### config.mk
export PLATFORM = sky130hd
export DESIGN_NAME = bcd_conv_arbiter
export DESIGN_NICKNAME = d
export VERILOG_FILES = /design/src/rtl/bcd_pkg.sv /design/src/rtl/rr_arbiter.sv /design/src/rtl/bcd_conv_arbiter.sv
export SDC_FILE = /design/constraint.sdc
export NUM_CORES = 1
export LEC_CHECK = 0
export CAP_MARGIN = 20
export CORE_UTILIZATION = 45
export CTS_BUF_LIST = sky130_fd_sc_hd__clkbuf_16
export DETAILED_ROUTE_END_ITERATION = 10
export PLACE_DENSITY = 0.85
export SLEW_MARGIN = 40
export SYNTH_ARGS = -nofsm -noshare
export SYNTH_HDL_FRONTEND = slang
export SYNTH_HIERARCHICAL = 1
export SYNTH_SLANG_ARGS = --single-unit
### constraint.sdc
create_clock -name clk -period 9.4 [get_ports clk]
set_input_delay 1.88 -clock clk [delete_from_list [all_inputs] [get_ports clk]]
set_output_delay 1.88 -clock clk [all_outputs]
set_load 0.005 [all_outputs]
### src/rtl/bcd_pkg.sv
// Shared constants and types for the shared bin2bcd converter front end.
// The tag id width covers the largest supported requester count.
package bcd_pkg;

  localparam int BCD_BIN_W = 11;
  localparam int BCD_OUT_W = 17;
  localparam int BCD_LAT   = 6;
  localparam int BCD_ID_W  = 3;

  typedef struct packed {
    logic                v;
    logic [BCD_ID_W-1:0] id;
  } tag_t;

  // Advance a round-robin index with wrap at n.
  function automatic int wrap_inc(input int idx, input int n);
    return (idx + 1 >= n) ? 0 : idx + 1;
  endfunction

endpackage

### src/rtl/rr_arbiter.sv
// Round-robin arbiter: the first request at or after the pointer wins;
// the pointer moves just past the winner when a grant is issued.
module rr_arbiter
  import bcd_pkg::*;
#(
  parameter int NREQ = 4,
  parameter int IDW  = 2
) (
  input  logic            clk,
  input  logic            rst,
  input  logic            en,
  input  logic [NREQ-1:0] req,
  output logic [NREQ-1:0] gnt,
  output logic [IDW-1:0]  gnt_idx,
  output logic            gnt_any
);

  logic [IDW-1:0]  ptr_r;
  logic [NREQ-1:0] req_m_s;
  logic [IDW-1:0]  idx_s;
  logic            hit_s;

  // Priority scan starting at the pointer; grants are blocked while disabled or in reset.
  always_comb begin
    gnt     = '0;
    gnt_idx = '0;
    gnt_any = 1'b0;
    idx_s   = '0;
    hit_s   = 1'b0;
    req_m_s = (en && !rst) ? req : '0;
    for (int k = 0; k < NREQ; k++) begin
      idx_s      = IDW'((int'(ptr_r) + k) % NREQ);
      hit_s      = req_m_s[idx_s] & ~gnt_any;
      gnt_idx    = hit_s ? idx_s : gnt_idx;
      gnt[idx_s] = gnt[idx_s] | hit_s;
      gnt_any    = gnt_any | hit_s;
    end
  end

  // Pointer only moves on an actual grant, so a paused stream resumes fairly.
  always_ff @(posedge clk) begin
    if (rst) begin
      ptr_r <= '0;
    end else if (gnt_any) begin
      ptr_r <= IDW'(wrap_inc(int'(gnt_idx), NREQ));
    end else begin
      ptr_r <= ptr_r;
    end
  end

endmodule

### src/rtl/bcd_conv_arbiter.sv
// Shares one fixed-latency bin2bcd converter between NREQ requesters and
// routes each result back with the id of the requester that issued it.
module bcd_conv_arbiter
  import bcd_pkg::*;
#(
  parameter int NREQ = 4,
  parameter int LAT  = BCD_LAT,
  parameter int IDW  = 2
) (
  input  logic                      clk,
  input  logic                      rst,
  input  logic                      en,
  input  logic [NREQ-1:0]           req_valid,
  input  logic [NREQ*BCD_BIN_W-1:0] req_bin,
  output logic [NREQ-1:0]           req_ready,
  output logic [BCD_BIN_W-1:0]      cv_bin,
  output logic                      cv_vid,
  input  logic [BCD_OUT_W-1:0]      cv_bcd,
  input  logic                      cv_bcd_vid,
  output logic                      rsp_valid,
  output logic [IDW-1:0]            rsp_id,
  output logic [BCD_OUT_W-1:0]      rsp_bcd,
  output logic                      busy,
  output logic                      err
);

  logic [IDW-1:0] gnt_idx_s;
  logic           gnt_any_s;
  logic [IDW-1:0] cv_id_r;
  tag_t           tag_r [LAT];

  rr_arbiter #(
    .NREQ(NREQ),
    .IDW (IDW)
  ) u_arb (
    .clk    (clk),
    .rst    (rst),
    .en     (en),
    .req    (req_valid),
    .gnt    (req_ready),
    .gnt_idx(gnt_idx_s),
    .gnt_any(gnt_any_s)
  );

  // Issue register, tag pipe aligned to the converter output, and response register.
  always_ff @(posedge clk) begin
    if (rst) begin
      cv_vid    <= 1'b0;
      cv_bin    <= '0;
      cv_id_r   <= '0;
      for (int k = 0; k < LAT; k++) begin
        tag_r[k] <= '0;
      end
      rsp_valid <= 1'b0;
      rsp_id    <= '0;
      rsp_bcd   <= '0;
      err       <= 1'b0;
    end else begin
      cv_vid  <= gnt_any_s;
      cv_bin  <= gnt_any_s ? req_bin[int'(gnt_idx_s)*BCD_BIN_W +: BCD_BIN_W] : '0;
      cv_id_r <= gnt_any_s ? gnt_idx_s : '0;
      // Entry 0 captures the operand the converter samples on this edge.
      tag_r[0] <= tag_t'{v: cv_vid, id: BCD_ID_W'(cv_id_r)};
      for (int k = 1; k < LAT; k++) begin
        tag_r[k] <= tag_r[k-1];
      end
      rsp_valid <= cv_bcd_vid & tag_r[LAT-1].v;
      rsp_id    <= IDW'(tag_r[LAT-1].id);
      rsp_bcd   <= (cv_bcd_vid & tag_r[LAT-1].v) ? cv_bcd : '0;
      err       <= err | (cv_bcd_vid != tag_r[LAT-1].v);
    end
  end

  // Anything between the issue register and the tail of the tag pipe counts as in flight.
  always_comb begin
    busy = cv_vid;
    for (int k = 0; k < LAT; k++) begin
      busy = busy | tag_r[k].v;
    end
  end

endmodule

; ---- Word level (Yosys, flattened, before mapping)
; Memories as Yosys holds them, arrays and structs flattened.
; Index checks and enable logic that the tools add are counted.
[totals]
reg_bits = 37
ram_bits = 24
output_inout_bits = 38
n_memories = 1
[classes]
n_addsub = 4
mul = 1
magnitude_cmp = 9
eq_ne = 1
shift = 1
muxes = 42
bitwise = 30
n_reduce_logical = 8
[mem_list]
columns = memory, words, width, rd, rd_ports_with_merged_regs, wr, line_no
row1 = tag_r, 6, 4, 6, 0, 6, bcd_conv_arbiter.sv:30  ; tag_t tag_r [LAT];
[ops]
columns = operator, count
row1 = indexed part select 44 x 7 -> 11 bit, 1
row2 = 2-to-1 mux 4 bit, 7
row3 = bitwise OR 1 bit, 20
row4 = binary-select mux 1 bit (select 2 bit), 8
row5 = 2-to-1 mux 1 bit, 15
row6 = bitwise mux 4 bit, 3
row7 = < comparator 2 x 3 -> 1 bit (second input constant), 4
row8 = 2-to-1 mux 2 bit, 5
row9 = demux 1 bit (select 2 bit), 4
row10 = greater-or-equal comparator 2 x 1 -> 1 bit (second input constant), 4
row11 = multiplier 2 x 4 -> 6 bit (second input constant), 1
row12 = logical AND 1 bit, 5
row13 = NOT 1 bit, 5
row14 = adder 2 bit (second input constant), 2
row15 = AND 1 bit, 4
row16 = AND 4 bit, 1
row17 = OR reduction 2 bit, 2
row18 = adder 2 x 1 -> 3 bit (second input constant), 1
row19 = greater-or-equal comparator 3 bit (second input constant), 1
row20 = adder 2 x 1 -> 2 bit (second input constant), 1
row21 = zero test 1 bit, 1
row22 = inequality test 1 bit, 1

; ---- Depth between registers and ports, before layout
[logic_depth]
word_depth = 19
mapped_depth = 13

; ---- Hierarchy
; Netlist, hierarchy kept.
[modules_own_cells]
columns = mod, instances, cells_per_inst, area_per_inst_um2, seq_area_each_um2
row1 = bcd_conv_arbiter, 1, 143, 1716.6, 1061.0
row2 = rr_arbiter, 1, 105, 762.0, 40.0

; ---- Least setup slack after synthesis
; No wires, ideal clock.
[synth_timing]
kind = input-to-output
start = input port rst
end = output port req_ready[0]
arrival_time_ns = 3.528
required_time_ns = 7.520
slack_ns = 3.992
path_stages = 7
n_path_buf = 0
cell_sequence = or3b_1 > o22ai_4 > mux2i_2 > a221oi_2 > o21ai_1 > a21oi_1 > nor3_1
[synth_via]
elab_chain_cells = 19
elab_cells_between_ends = 33
cone_classes = mux: 18 / bitwise: 13 / reduce/logical: 2
[synth_lines]
columns = element, line_no
row1 = "start, declared", bcd_conv_arbiter.sv:11  ; input logic rst,
row2 = zero test 1 bit (*), rr_arbiter.sv:30  ; req_m_s = (en && !rst) ? req : '0;
row3 = logical AND 1 bit (*), rr_arbiter.sv:30
row4 = 2-to-1 mux 4 bit (*), rr_arbiter.sv:30
row5 = binary-select mux 1 bit (select 2 bit), rr_arbiter.sv:33  ; hit_s = req_m_s[idx_s] & ~gnt_any;
row6 = 2-to-1 mux 1 bit (not written as such), rr_arbiter.sv:33
row7 = bitwise OR 1 bit, rr_arbiter.sv:35  ; gnt[idx_s] = gnt[idx_s] | hit_s;
row8 = AND 4 bit (no source line), --
row9 = binary-select mux 1 bit (select 2 bit), rr_arbiter.sv:35
row10 = [... 3 more ...], --
row11 = binary-select mux 1 bit (select 2 bit), rr_arbiter.sv:35
row12 = 2-to-1 mux 1 bit (not written as such), rr_arbiter.sv:35
row13 = bitwise OR 1 bit, rr_arbiter.sv:35
row14 = bitwise mux 4 bit, rr_arbiter.sv:35
row15 = binary-select mux 1 bit (select 2 bit), rr_arbiter.sv:35
row16 = 2-to-1 mux 1 bit (not written as such), rr_arbiter.sv:35
row17 = bitwise OR 1 bit, rr_arbiter.sv:35
row18 = bitwise mux 4 bit (*), rr_arbiter.sv:35
row19 = "end, declared", bcd_conv_arbiter.sv:15  ; output logic [NREQ-1:0] req_ready,
; Mark *: on every way between the ends. The rest lies on a longest branch, timed or not. The select of a mux whose other input is x is not followed.

; ---- Worst setup path in the final report
[layout_timing]
start = input port rst
end = output port req_ready[3]
; The elaborated chain is that of the path after synthesis.

==> reports/qor.csv <==
stage;metric;value;unit
routing;first_iter_violations;222;
routing;num_vias;2181;
sta;tightest_slew;694;ps
setup_path;cp_max_fo;33;
clock_tree;cts_tree;done;
place;gp_congestion;0.834;
final_layout;final_core_util;71.4;%
status;outcome;completed;
grt;grt_pass1_vias;2040;
routing;vias_per_cell;5.21;
logic_synthesis;synth_edf_count;0;
sta;min_period;6760;ps
clock_tree;ctsResizeCount;0;
place;dp_cells;411;
setup_path;critical_path.top_delay_family;buffers and inverters;
logic_synthesis;synthFlopType;dfxtp_1;
setup_path;path_class;in -> out;
setup_path;slowest_delay;530;ps
setup_path;path_buf_inv;3;
clock_tree;insertion_delay;290;ps
min_path;hp-class;reg -> reg;
final_layout;n_antenna_cell;0;
grt;grt_pass1_wl;9.06;mm
floorplanning;coreArea;5200;um2
floorplanning;die_h;76.2;um
sta;skew;5.04;ps
final_layout;fin_cells;419;
floorplanning;die_area;5810;um2
clock_tree;cts-buffers-inserted;5;
setup_path;crit_start;rst;
logic_synthesis;syn-num-nets;322;
floorplanning;initial_utilization;47.6;%
sta;clock.fmax;148;MHz
sta;setup_viol;0;
place;post-place-ws;2680;ps
power;p_per_area;169;nW/um2
setup_path;slowest_stage;clkdlybuf4s50_1;
sta;slew_violations;0;
sta;period_share;71.9;%
floorplanning;rows;26;
final_layout;layout.area.seq;1100;um2
logic_synthesis;synthArstFlopShare;0;%
sta;final.setup.tns;0;ps
setup_path;worstPathCellList;clkdlybuf4s50_1 -> buf_4 -> or3b_1 -> o22ai_4 -> mux2i_2 -> a221oi_2 -> o21ai_1 -> a21oi_1 -> nor3_1 -> clkdlybuf4s50_1;
final_layout;drive_gt1_share;8.31;%
final_layout;fillerInstances;392;
logic_synthesis;ys_ff_latch;55;
clock_tree;root_buffer;clkbuf_16;
floorplanning;io_pins;107;
setup_path;worst_ep_required_time;7520;ps
logic_synthesis;yosysWarnings;6;
sta;rsz0062_at_grt;false;
logic_synthesis;synthCells;248;
grt;grt_max_degree;34;
sta;hold_viol;0;
clock_tree;hold_buffers;0;
place;port_buffers;106;
final_layout;design_area;3720;um2
final_layout;area_growth;50.0;%
routing;ant_nets;0;
clock_tree;clkTransAtPathRegs;70;ps
clock_tree;clock_sinks;55;
clock_tree;post-cts-setup-buffers;0;
power;p_leak;1.42;nW
min_path;hp-start;tag_r[0][0];
grt;antenna_found_initial;0;
setup_path;critPathLaunchType;input port;
setup_path;end_kind;primary output;
routing;dr.pass1.iters;4;
routing;drc_errors;0;
power;ir_drop;0.0957;mV
routing;wl_per_cell;13.2;um
logic_synthesis;yosys.cell_types.count;43;
sta;relSlewSlack;53.7;%
sta;layout_setup_ws;2640;ps
grt;overflow;0;
place;place_area;3570;um2
clock_tree;htreeDepth;2;
routing;routed_wl;5.55;mm
logic_synthesis;avgSynthCellArea;9.99;um2
clock_tree;ctsLongestPathBuffers;2;
setup_path;path_common_cell;clkdlybuf4s50_1;
floorplanning;die_x;76.2;um
logic_synthesis;ys_seq_area_share;44.4;%
setup_path;arrival;4880;ps
logic_synthesis;syn_area;2480;um2
final_layout;multiInputGateArea;1290;um2
final_layout;finalNetCount;422;
run;maxCapViolations;0;
place;dpl.hpwl;4.14;mm
grt;gr-usage-all-layers;19.4;%
cells by family (layout without fill, tap and decap cells):
logic type	Yosys count	count (layout)	synth area share, %
buf+inv	18	119	3.74
xor+xnor	1	1	0.353
fa+ha+maj	5	5	2.52
flops	55	55	44.4
simple gates	86	86	20.6
mux	36	36	15.1
compound gates	47	47	13.2
power breakdown:
part / total, W / switching, W / internal (W)
Combinational: 0.000196 / 0.0000889 / 0.000108
Clock: 0.000183 / 0.0000823 / 0.000101
Sequential: 0.000248 / 0.00000660 / 0.000242
Total: 0.000628 / 0.000178 / 0.000450
synthesized netlist by cell type (3+ instances only):
cell type | instances | area (um2)
a21oi_1 | 16 | 80.1
nor2_1 | 9 | 33.8
o21ai_0 | 5 | 25.0
nand3_1 | 8 | 40.0
dfxtp_1 | 55 | 1100
nand3b_1 | 3 | 22.5
o22ai_1 | 11 | 68.8
inv_1 | 3 | 11.3
clkbuf_1 | 7 | 26.3
a221o_1 | 4 | 40.0
mux2i_1 | 27 | 270
ha_1 | 5 | 62.6
and2_1 | 20 | 125
nor3_1 | 8 | 40.0
buf_4 | 4 | 30.0
nor2b_1 | 25 | 156
mux2_2 | 6 | 67.6
layout make-up:
| type | count | share of cell area [%] |
|---|---|---|
| Clock buffer | 5 | 3.37 |
| Clock inverter | 3 | 0.673 |
| Inverter | 3 | 0.303 |
| Multi-Input combinational cell | 175 | 34.7 |
| Sequential cell | 55 | 29.6 |
| Tap cell | 70 | 2.36 |
| Timing Repair Buffer | 108 | 28.9 |
sequential cells by signal, summed over array words and instances (netlist names), named ones only:
signal / flops
tag_r: 18
rsp_bcd: 17
cv_bin: 11
cv_id_r: 2
rsp_id: 2
cv_vid: 1
err: 1
rsp_valid: 1
u_arb/ptr_r: 1
metal layers:
metal / up-vias / track usage, % / share of wire [%]
met1: 1005 / 22.6 / 42
li1: 1074 / - / -
met3: 2 / 7.07 / 8.7
met2: 100 / 33.5 / 49
met4: 0 / 5.19 / 0.45
met5: - / 0 / 0
layout by cell type, fill, tap and decap left out, drive strengths merged, types with 2 or more instances in the layout:
cell and count:
a21oi 16, a221o 4, a221oi 2, and2 20, and2b 2, buf 2
clkbuf 5, clkdlybuf4s50 106, dfxtp 55, ha 5, inv 5, mux2 8
mux2i 28, nand2 2, nand3 8, nand3b 3, nor2 9, nor2b 25
nor3 8, o21ai 8, o22ai 12, or3b 2
stage by stage:
step                      hold WS, ps  total power, W
after floorplan                   414        0.000374
after global placement            417        0.000444
after detailed placement          421        0.000449
after CTS                         433        0.000635
after global routing              460        0.000662
final                             435        0.000628
path summary, 6_finish.rpt:
path	end	slack (ps)	depth (start not counted)
setup / recovery	req_ready[3]	2640	10
hold / removal	tag_r[1][0]	430	1
setup reg to reg	cv_bin[8]	5910	10
hold reg to reg	tag_r[1][0]	430	1
No activity file was read; power rests on OpenSTA's default activity.
